File: config.mk
export PLATFORM = sky130hd
export DESIGN_NAME = control_unit
export DESIGN_NICKNAME = d
export VERILOG_FILES = /design/src/rtl/control_unit.sv
export SDC_FILE = /design/constraint.sdc
export NUM_CORES = 1
export LEC_CHECK = 0
export ABC_CLOCK_PERIOD_IN_PS = 4650
export CORE_ASPECT_RATIO = 1.25
export CORE_MARGIN = 2
export CORE_UTILIZATION = 51
export CTS_BUF_LIST = sky130_fd_sc_hd__clkbuf_8
export DETAILED_ROUTE_END_ITERATION = 16
export MAX_ROUTING_LAYER = met4
export PLACE_DENSITY = 0.88
export SYNTH_ARGS = -nofsm -noshare
export SYNTH_HDL_FRONTEND = slang
export SYNTH_SLANG_ARGS = --single-unit
File: constraint.sdc
create_clock -name clk -period 4.65 [get_ports clk]
set_input_delay 0.93 -clock clk [delete_from_list [all_inputs] [get_ports clk]]
set_output_delay 0.93 -clock clk [all_outputs]
set_load 0.01 [all_outputs]
File: src/rtl/control_unit.sv
// Instruction sequencer for the Full Nibble Processor: fetches 24-bit words,
// decodes them and drives register-file / ALU control one instruction at a time.
module control_unit #(
  parameter int PC_W  = 8,
  parameter int CNT_W = 16
) (
  input  logic             clk,
  input  logic             rst_n,
  input  logic             run,
  output logic             imem_req,
  output logic [PC_W-1:0]  imem_addr,
  input  logic [23:0]      imem_data,
  input  logic             imem_ack,
  output logic [4:0]       rf_ra,
  output logic [4:0]       rf_rb,
  output logic [1:0]       alu_op,
  output logic             rf_we,
  output logic [4:0]       rf_wa,
  output logic             wr_sel,
  output logic [7:0]       imm,
  output logic             halted,
  output logic [CNT_W-1:0] retired
);

  typedef enum logic [1:0] {
    S_FETCH  = 2'd0,
    S_DECODE = 2'd1,
    S_EXEC   = 2'd2,
    S_HALT   = 2'd3
  } state_t;

  localparam logic [2:0] OP_LDI  = 3'b001;
  localparam logic [2:0] OP_JMP  = 3'b110;
  localparam logic [2:0] OP_HALT = 3'b111;

  state_t           state_q;
  logic [PC_W-1:0]  pc_q;
  logic [23:0]      ir_q;
  logic             hold_q;
  logic             rf_we_q;
  logic             halted_q;
  logic [CNT_W-1:0] retired_q;

  logic [2:0]       op;
  logic             is_alu;
  logic             unused_y_hi;

  assign op          = ir_q[23:21];
  assign is_alu      = (op >= 3'b010) && (op <= 3'b101);
  assign unused_y_hi = ^ir_q[7:5];

  // The request is a live function of run so a zero-wait ack completes a fetch
  // in the same cycle; once held it survives run dropping until the ack.
  assign imem_req  = rst_n && (state_q == S_FETCH) && (run || hold_q);
  assign imem_addr = pc_q;

  assign rf_ra   = ir_q[12:8];
  assign rf_rb   = ir_q[4:0];
  assign rf_wa   = ir_q[20:16];
  assign imm     = ir_q[15:8];
  assign alu_op  = is_alu ? 2'(op - 3'b010) : 2'b00;
  assign wr_sel  = is_alu;
  assign rf_we   = rf_we_q;
  assign halted  = halted_q;
  assign retired = retired_q;

  always_ff @(posedge clk) begin
    if (!rst_n) begin
      state_q   <= S_FETCH;
      pc_q      <= '0;
      ir_q      <= '0;
      hold_q    <= 1'b0;
      rf_we_q   <= 1'b0;
      halted_q  <= 1'b0;
      retired_q <= '0;
    end else begin
      case (state_q)
        S_FETCH: begin
          if (imem_req) begin
            if (imem_ack) begin
              ir_q    <= imem_data;
              pc_q    <= pc_q + PC_W'(1);
              hold_q  <= 1'b0;
              state_q <= S_DECODE;
            end else begin
              hold_q  <= 1'b1;
            end
          end
        end
        S_DECODE: begin
          rf_we_q <= (op == OP_LDI) || is_alu;
          state_q <= S_EXEC;
        end
        S_EXEC: begin
          rf_we_q   <= 1'b0;
          retired_q <= retired_q + CNT_W'(1);
          if (op == OP_JMP) begin
            pc_q <= ir_q[8 +: PC_W];
          end
          if (op == OP_HALT) begin
            halted_q <= 1'b1;
            state_q  <= S_HALT;
          end else begin
            state_q  <= S_FETCH;
          end
        end
        S_HALT: begin
          state_q <= S_HALT;
        end
        default: begin
          state_q <= S_FETCH;
        end
      endcase
    end
  end

endmodule

After elaboration in Yosys (flattened, before gate mapping) --
Cells that the tools add are included.
Word-level totals: output and inout port bits 53, input port bits 28, flip-flop bits (word level) 53
Cells by class: order comparisons 2, $add $sub $neg 3, multiplexer cells 11, equal/unequal tests 9, reduce and logical (&&, ||, !) cells 13
Operators with widths (number):
- 8-bit two-way mux | 3
- 16-bit by 1-bit adder with 16-bit output, second input constant | 1
- 8-bit case mux with 2 select lines | 1
- 8-bit by 1-bit adder with 8-bit output, second input constant | 1
- 2-bit two-way mux | 4
- 2-bit case mux with 4 select lines | 1
- 3-bit == test, second input constant | 2
- 2-bit inequality test, second input constant | 3
- 2-bit AND reduction | 3
- 2-bit == test, second input constant | 2
- 4-bit AND reduction | 1
- 2-bit nonzero test | 2
- 3-bit by 1-bit == test with 1-bit output, second input constant | 1
- 3-bit by 2-bit greater-or-equal comparator with 1-bit output, second input constant | 1
- 3-bit <= comparator, second input constant | 1
- 1-bit logical AND | 3
- 3-bit AND reduction | 1
- 2-bit by 1-bit == test with 1-bit output, second input constant | 1
- 2-bit logical NOT | 1
- 1-bit logical OR | 2
- 1-bit case mux with 2 select lines | 1
- 2-bit subtractor, second input constant | 1
- 1-bit two-way mux | 1

Longest topological paths before layout --
Gate-level depths: netlist of the first run.
word-level depth 5, depth in mapped cells 7, mapped depth without buffers 6

Worst setup path before layout of the first run --
OpenSTA, ideal clock, no wires.
path type input port to output port, start point in rst_n, end point out imem_req, data required time 3.720 ns, arrival 1.344 ns, cell stages on the path 3, slack 2.376 ns, path through buf_4 -> o21ai_0 -> nor2_1
On the way: cells in the longest elaborated chain, start to end 2
RTL lines:
- start, declared | RTL line 8 | input logic rst_n,
- 1-bit logical AND (2 in a row) | RTL line 54 | assign imem_req = rst_n && (state_q == S_FETCH) && (run || hold_q);
- end, declared | RTL line 10 | output logic imem_req,
No other way between the ends.

Worst setup path after layout of the first run --
Same ends and word-level chain as after synthesis.

==> results.sh, run 1 <==
export IMPL_status="finished, final reports clean"
export IMPL_grt_pass1_vias=1945
export IMPL_wl_per_cell_um=12.5
export IMPL_final_hold_viol_count=0
export IMPL_initial_core_util=0.526
export IMPL_fp_dieW_um=66.2
export IMPL_grt_max_degree=37
export IMPL_cp_start_kind="input port"
export IMPL_async_flop_share=0
export IMPL_dr_first_iter_drc_count=123
export IMPL_path_clk_slew_ns=0.09
export IMPL_postCtsSetupRepairBufs=0
export IMPL_dr_pass1_iters=4
export IMPL_dp_cells=393
export IMPL_max_freq_mhz=290
export IMPL_power_per_cell_area_nw_per_um2=353
export IMPL_core_um2=4690
export IMPL_ant_nets=0
export IMPL_postSynthAreaPerCell_um2=8.49
export IMPL_cts_made_buffers=5
export IMPL_synth_edf_count=0
export IMPL_maxSlewHeadroom=0.279
export IMPL_design_portCount=81
export IMPL_nets=374
export IMPL_syn_cell_area_um2=2470
export IMPL_final_setup_tns_ns=0
export IMPL_diodes=0
export IMPL_place_hpwl_mm=3.72
export IMPL_maxCapViolCount=0
export IMPL_routed_wl_mm=5.01
export IMPL_crit_arrival_ns=2.52
export IMPL_setup_viol=0
export IMPL_synth_distinct_cells=42
export IMPL_grt_usage=0.203
export IMPL_drt_vias_per_instance=5.31
export IMPL_period_needed_ns=3.45
export IMPL_cp_max_fo=26
export IMPL_synth_nets=325
export IMPL_period_share=0.742
export IMPL_cp_required_ns=3.72
export IMPL_grt_pass1_wl_mm=8.48
export IMPL_synthCells=291
export IMPL_dieArea_um2=5420
export IMPL_hold_buffers=0
export IMPL_place_congestion=0.726
export IMPL_route_detailed_drc=0
export IMPL_cts_root_buf="clkbuf_8"
export IMPL_port_buffers=77
export IMPL_synth_ff_type="dfxtp_1"
export IMPL_antenna_found_initial=0
export IMPL_cts_tree="built"
export IMPL_cts_resized=0
export IMPL_holdWs_ns=0.457
export IMPL_ys_warn_count=0
export IMPL_stdcell_count=401
export IMPL_cts_htree_levels=2
export IMPL_p_leak_nw=1.09
export IMPL_area_growth_pct=28.5
export IMPL_rsz0062_at_grt="no"
export IMPL_drive_gt1_frac=0.0674
export IMPL_clk_path_buf_depth=2
export IMPL_hp_class="reg2reg"
export IMPL_clk_latency_ns=0.30
export IMPL_ys_seq_area_frac=0.405
export IMPL_synth_seq_cells=50
export IMPL_cts_sinks=50
export IMPL_synth_area_leaders="dfxtp_1 (41%), nand2_1 (7.9%), buf_4 (7.6%)"
export IMPL_yosys_area_top_type="dfxtp_1"
export IMPL_grt_ovfl_total=0
export IMPL_critPathCaptureType="primary output"
export IMPL_skew_ns=0.00802
export IMPL_vias=2129
export IMPL_synth_top_cell_area_share=0.405
export IMPL_worst_setup_path_type="in2out"
export IMPL_worstMarginPinSlew_ns=1.08
export IMPL_slew_violations=0
export IMPL_max_vdd_ir_drop_mv=0.218
export IMPL_rows=28
export IMPL_die_height_um=81.8
routing by layer:
| metal | global-route usage | up-vias | share of wire | routed length, um |
|---|---|---|---|---|
| li1 | - | 1080 | - | - |
| met1 | 0.237 | 994 | 0.43 | 2170 |
| met2 | 0.351 | 51 | 0.52 | 2610 |
| met3 | 0.0370 | 4 | 0.035 | 176 |
| met4 | 0.0653 | 0 | 0.012 | 59 |
| met5 | - | - | 0 | 0 |
final cells by class:
class | instances | area, um^2
Tap cell | 60 | 75.1
Fill cell | 377 | 1520
Clock buffer | 5 | 68.8
Clock inverter | 3 | 25.0
Inverter | 5 | 18.8
Multi-Input combinational cell | 199 | 1200
Timing Repair Buffer | 79 | 786
Sequential cell | 50 | 1000
registers in the layout (all words and copies together), names as in the netlist:
name and cells:
retired 16, ir_q 21, state_q 2, hold_q 1, imem_addr 8, halted 1, rf_we 1
metrics by stage:
| stage | utilization | instance area (um^2) | setup WS [ns] | total power [W] |
|---|---|---|---|---|
| finish | 0.676 | 3170 | 1.20 | 0.00112 |
| CTS | 0.676 | 3170 | 1.17 | 0.00113 |
| detailed placement | 0.656 | 3080 | 1.18 | 0.000875 |
| global route | 0.676 | 3170 | 1.08 | 0.00119 |
| global placement | 0.656 | 3080 | 1.18 | 0.000860 |
| floorplan | - | 2470 | 2.38 | 0.000770 |
layout by cell type, fill, tap and decap left out, drive strengths merged, types with 4 or more instances in the layout:
master	netlist	layout
dfxtp	50	50
mux2i	9	9
a21oi	11	11
nand3	9	9
nand4	7	7
nor2	21	21
nand2	52	52
clkdlybuf4s50	0	77
xor2	7	7
ha	6	6
clkbuf	4	5
inv	5	6
a31oi	4	4
xnor2	4	4
nor3	4	4
o21ai	30	30
kinds of logic (layout without fill, tap and decap cells):
| kind of cell | count (synthesis) | after routing | synth area share |
|---|---|---|---|
| AND/OR/NAND/NOR | 117 | 117 | 0.233 |
| AO/OA/AOI/OAI | 56 | 56 | 0.146 |
| flip-flops | 50 | 50 | 0.405 |
| buffers and inverters | 42 | 92 | 0.110 |
| XOR/XNOR | 11 | 11 | 0.0390 |
| multiplexers | 9 | 9 | 0.0365 |
| adder cells (fa/ha/maj) | 6 | 6 | 0.0304 |
path summary, 6_finish.rpt:
path	startpoint	end	slack, ns	depth (start not counted)
max reg2reg	state_q[0]	imem_addr[3]	2.09	6
min	ir_q[16]	ir_q[16]	0.46	2
max	rst_n	imem_req	1.20	5
min reg2reg	ir_q[16]	ir_q[16]	0.46	2
cells in the mapped netlist, drive strengths merged, types with 3 or more instances:
master  count
xnor2       4
clkbuf      4
nand3       9
xor2        7
nand4       7
inv         5
and2        3
a21oi      11
buf        33
ha          6
o21ai      30
a31oi       4
nor3        4
nor2b       3
and4        3
a211oi      3
or3         3
dfxtp      50
nor2       21
mux2i       9
nor4        3
nand2      52
report_power, final:
group / internal (W) / switching [W] / leakage (nW)
registers: 0.000472 / 0.0000430 / 0.406
clock network: 0.000109 / 0.000149 / 0.0447
logic: 0.000174 / 0.000174 / 0.640
total: 0.000755 / 0.000366 / 1.09
critical path: stages:
cell             delay, ns
clkdlybuf4s50_1       0.45
buf_4                 0.27
o21ai_0               0.20
nor2_1                0.12
clkdlybuf4s50_1       0.55
(Power assumes the default switching activity.)
==> run 2, diff against run 1 <==
ABC_CLOCK_PERIOD_IN_PS = 3000   (was 4650)
CORE_UTILIZATION = 43   (was 51)
PLACE_DENSITY = 0.79   (was 0.88)
clock period = 3 ns   (was 4.65 ns; I/O delays follow)
==> run 2 against run 1 <==
  * Flip-flop and latch count did not move
  * Hold slack is essentially flat
  * Sequential share of layout area down 0.42 points
  * Global-route usage decreased by 2.8 points
  * Sequential power grew 55%
  * Power is 61% higher
  * Design area increased by 1.3%
  * Via count decreased by 0.75%
  * Combinational power grew 56%
  * Die area up 18%
  * Critical endpoint unchanged
  * Register-to-register slack worse by 1.1 ns
==> results.sh, run 2 (synthesized netlist as in run 1, its figures left out) <==
export IMPL_status="finished, final reports clean"
export IMPL_rsz0062_at_grt="no"
export IMPL_p_int_w=0.00125
export IMPL_maxCapViolCount=0
export IMPL_wl_per_cell_um=12.9
export IMPL_grt_pass1_wl_mm=8.88
export IMPL_power_per_cell_area_nw_per_um2=561
export IMPL_area_growth_pct=30.2
export IMPL_cp_slowest_stage_delay_ns=0.54
export IMPL_cts_tree="built"
export IMPL_max_vdd_ir_drop_mv=0.275
export IMPL_hp_class="reg2reg"
export IMPL_dr_pass1_iters=4
export IMPL_nets=377
export IMPL_grt_usage=0.175
export IMPL_final_cell_mix="clkdlybuf4s50_1 (77), nand2_1 (52), dfxtp_1 (50)"
export IMPL_path_clk_slew_ns=0.09
export IMPL_vias=2113
export IMPL_hold_path_depth=2
export IMPL_period_needed_ns=2.56
export IMPL_grt_pass1_vias=2052
export IMPL_setup_viol=0
export IMPL_drive_gt1_frac=0.0756
export IMPL_setup_ws_ns=0.441
export IMPL_largest_reg_flops=21
export IMPL_diodes=0
export IMPL_cp_depth=4
export IMPL_p_leak_nw=1.12
export IMPL_power_switching_w=0.000551
export IMPL_drt_vias_per_instance=5.18
export IMPL_cts_root_buf="clkbuf_8"
export IMPL_rows=30
export IMPL_worstReg2RegEnd="imem_addr[6]"
export IMPL_antenna_found_initial=0
export IMPL_slew_violations=0
export IMPL_final_common_cell="clkdlybuf4s50_1"
export IMPL_port_buffers=77
export IMPL_swShare=0.305
export IMPL_worst_setup_path_type="in2out"
export IMPL_rrSetupSlack_ns=0.95
export IMPL_fillers=505
export IMPL_p_seq_frac=0.443
export IMPL_cp_max_fo=3
export IMPL_power_w=0.00180
export IMPL_clkPwrFrac=0.255
export IMPL_critPathCaptureType="primary output"
export IMPL_clk_path_buf_depth=2
export IMPL_clk_latency_ns=0.29
export IMPL_crit_family="buffers and inverters"
export IMPL_postCtsSetupRepairBufs=0
export IMPL_worstMarginPinSlew_ns=0.542
export IMPL_cts_resized=0
export IMPL_hold_buffers=0
export IMPL_initial_core_util=0.451
export IMPL_cts_made_buffers=5
export IMPL_skew_ns=0.00404
export IMPL_ant_nets=0
export IMPL_worstHoldEndpoint="ir_q[17]"
export IMPL_core_um2=5480
export IMPL_place_hpwl_mm=3.88
export IMPL_cp_start_kind="input port"
export IMPL_crit_slowest_cell="clkdlybuf4s50_1"
export IMPL_crit_arrival_ns=1.96
export IMPL_hp_start="ir_q[17]"
export IMPL_route_detailed_drc=0
export IMPL_cp_required_ns=2.40
export IMPL_top_register="ir_q"
export IMPL_period_share=0.853
export IMPL_design_portCount=81
export IMPL_dp_cells=400
export IMPL_final_setup_tns_ns=0
export IMPL_dr_first_iter_drc_count=96
export IMPL_crit_chain="clkdlybuf4s50_1 > o21ai_0 > nor2_1 > clkdlybuf4s50_1"
export IMPL_dieArea_um2=6370
export IMPL_place_congestion=0.778
export IMPL_die_height_um=88.7
export IMPL_reg2reg_depth=6
export IMPL_final_hold_viol_count=0
export IMPL_routed_wl_mm=5.26
export IMPL_cts_sinks=50
export IMPL_maxSlewHeadroom=0.638
export IMPL_dp_slack_ns=0.449
export IMPL_grt_ovfl_total=0
export IMPL_max_freq_mhz=391
export IMPL_path_buf_inv=2
export IMPL_stdcell_count=408
export IMPL_cts_htree_levels=2
export IMPL_fp_dieW_um=71.8
export IMPL_grt_max_degree=28
export IMPL_pwr_share_comb=0.302
export IMPL_final_util=0.587
export IMPL_crit_path_frequent_cell="clkdlybuf4s50_1"
export IMPL_r2r_start="state_q[0]"
-- run 2: layer usage --
layer / track usage / up-vias / wire length [um] / part of all wire
met1: 0.208 / 969 / 2290 / 0.44
met4: 0.0566 / 0 / 56 / 0.011
li1: - / 1084 / - / -
met5: - / - / 0 / 0
met3: 0.0342 / 6 / 252 / 0.048
met2: 0.298 / 54 / 2660 / 0.51
-- run 2: how the worst max path moves through the flow --
| stage | slack, ns | startpoint | to |
|---|---|---|---|
| finish | 0.44 | rst_n | imem_req |
| global route | 0.37 | rst_n | imem_req |
| CTS | 0.43 | rst_n | imem_req |
| detailed placement | 0.45 | rst_n | imem_req |
| global placement | 0.45 | rst_n | imem_req |
| floorplan | 1.34 | rst_n | imem_addr[2] |
-- run 2: final cells by class --
class / count / area (um^2) / area share
clock buffer: 5 / 68.8 / 0.0214
inverter: 5 / 18.8 / 0.00583
timing repair buffer: 82 / 808 / 0.251
multi-input combinational: 199 / 1200 / 0.373
sequential: 50 / 1000 / 0.311
clock inverter: 3 / 40.0 / 0.0124
tap: 64 / 80.1 / 0.0249
-- run 2: worst register-to-register path, delay by kind of cell, from the launching register on --
family / cells / cell delay, ns
flip-flops: 1 / 0.33
buffers and inverters: 1 / 0.12
AND/OR/NAND/NOR: 1 / 0.22
AO/OA/AOI/OAI: 2 / 0.57
adder cells (fa/ha/maj): 1 / 0.44
multiplexers: 1 / 0.26
-- run 2: power by group through the flow --
stage / Clock [W] / Combinational, W / Sequential, W
after floorplan: 0 / 0.000383 / 0.000810
after global placement: 0 / 0.000531 / 0.000813
after detailed placement: 0 / 0.000548 / 0.000815
after CTS: 0.000480 / 0.000549 / 0.000800
after global routing: 0.000500 / 0.000597 / 0.000812
final: 0.000460 / 0.000544 / 0.000799
-- run 2: per-stage QoR --
stage	hold slack [ns]	instance area [um^2]
global route	0.484	3220
finish	0.457	3220
detailed placement	0.452	3110
CTS	0.464	3220
global placement	0.443	3110
floorplan	0.436	2470
==> run 3, diff against run 2 <==
SLEW_MARGIN = 10   (was unset)
==> results of run 3 <==
Final layout, timing and power as in run 2 (identical DEF).
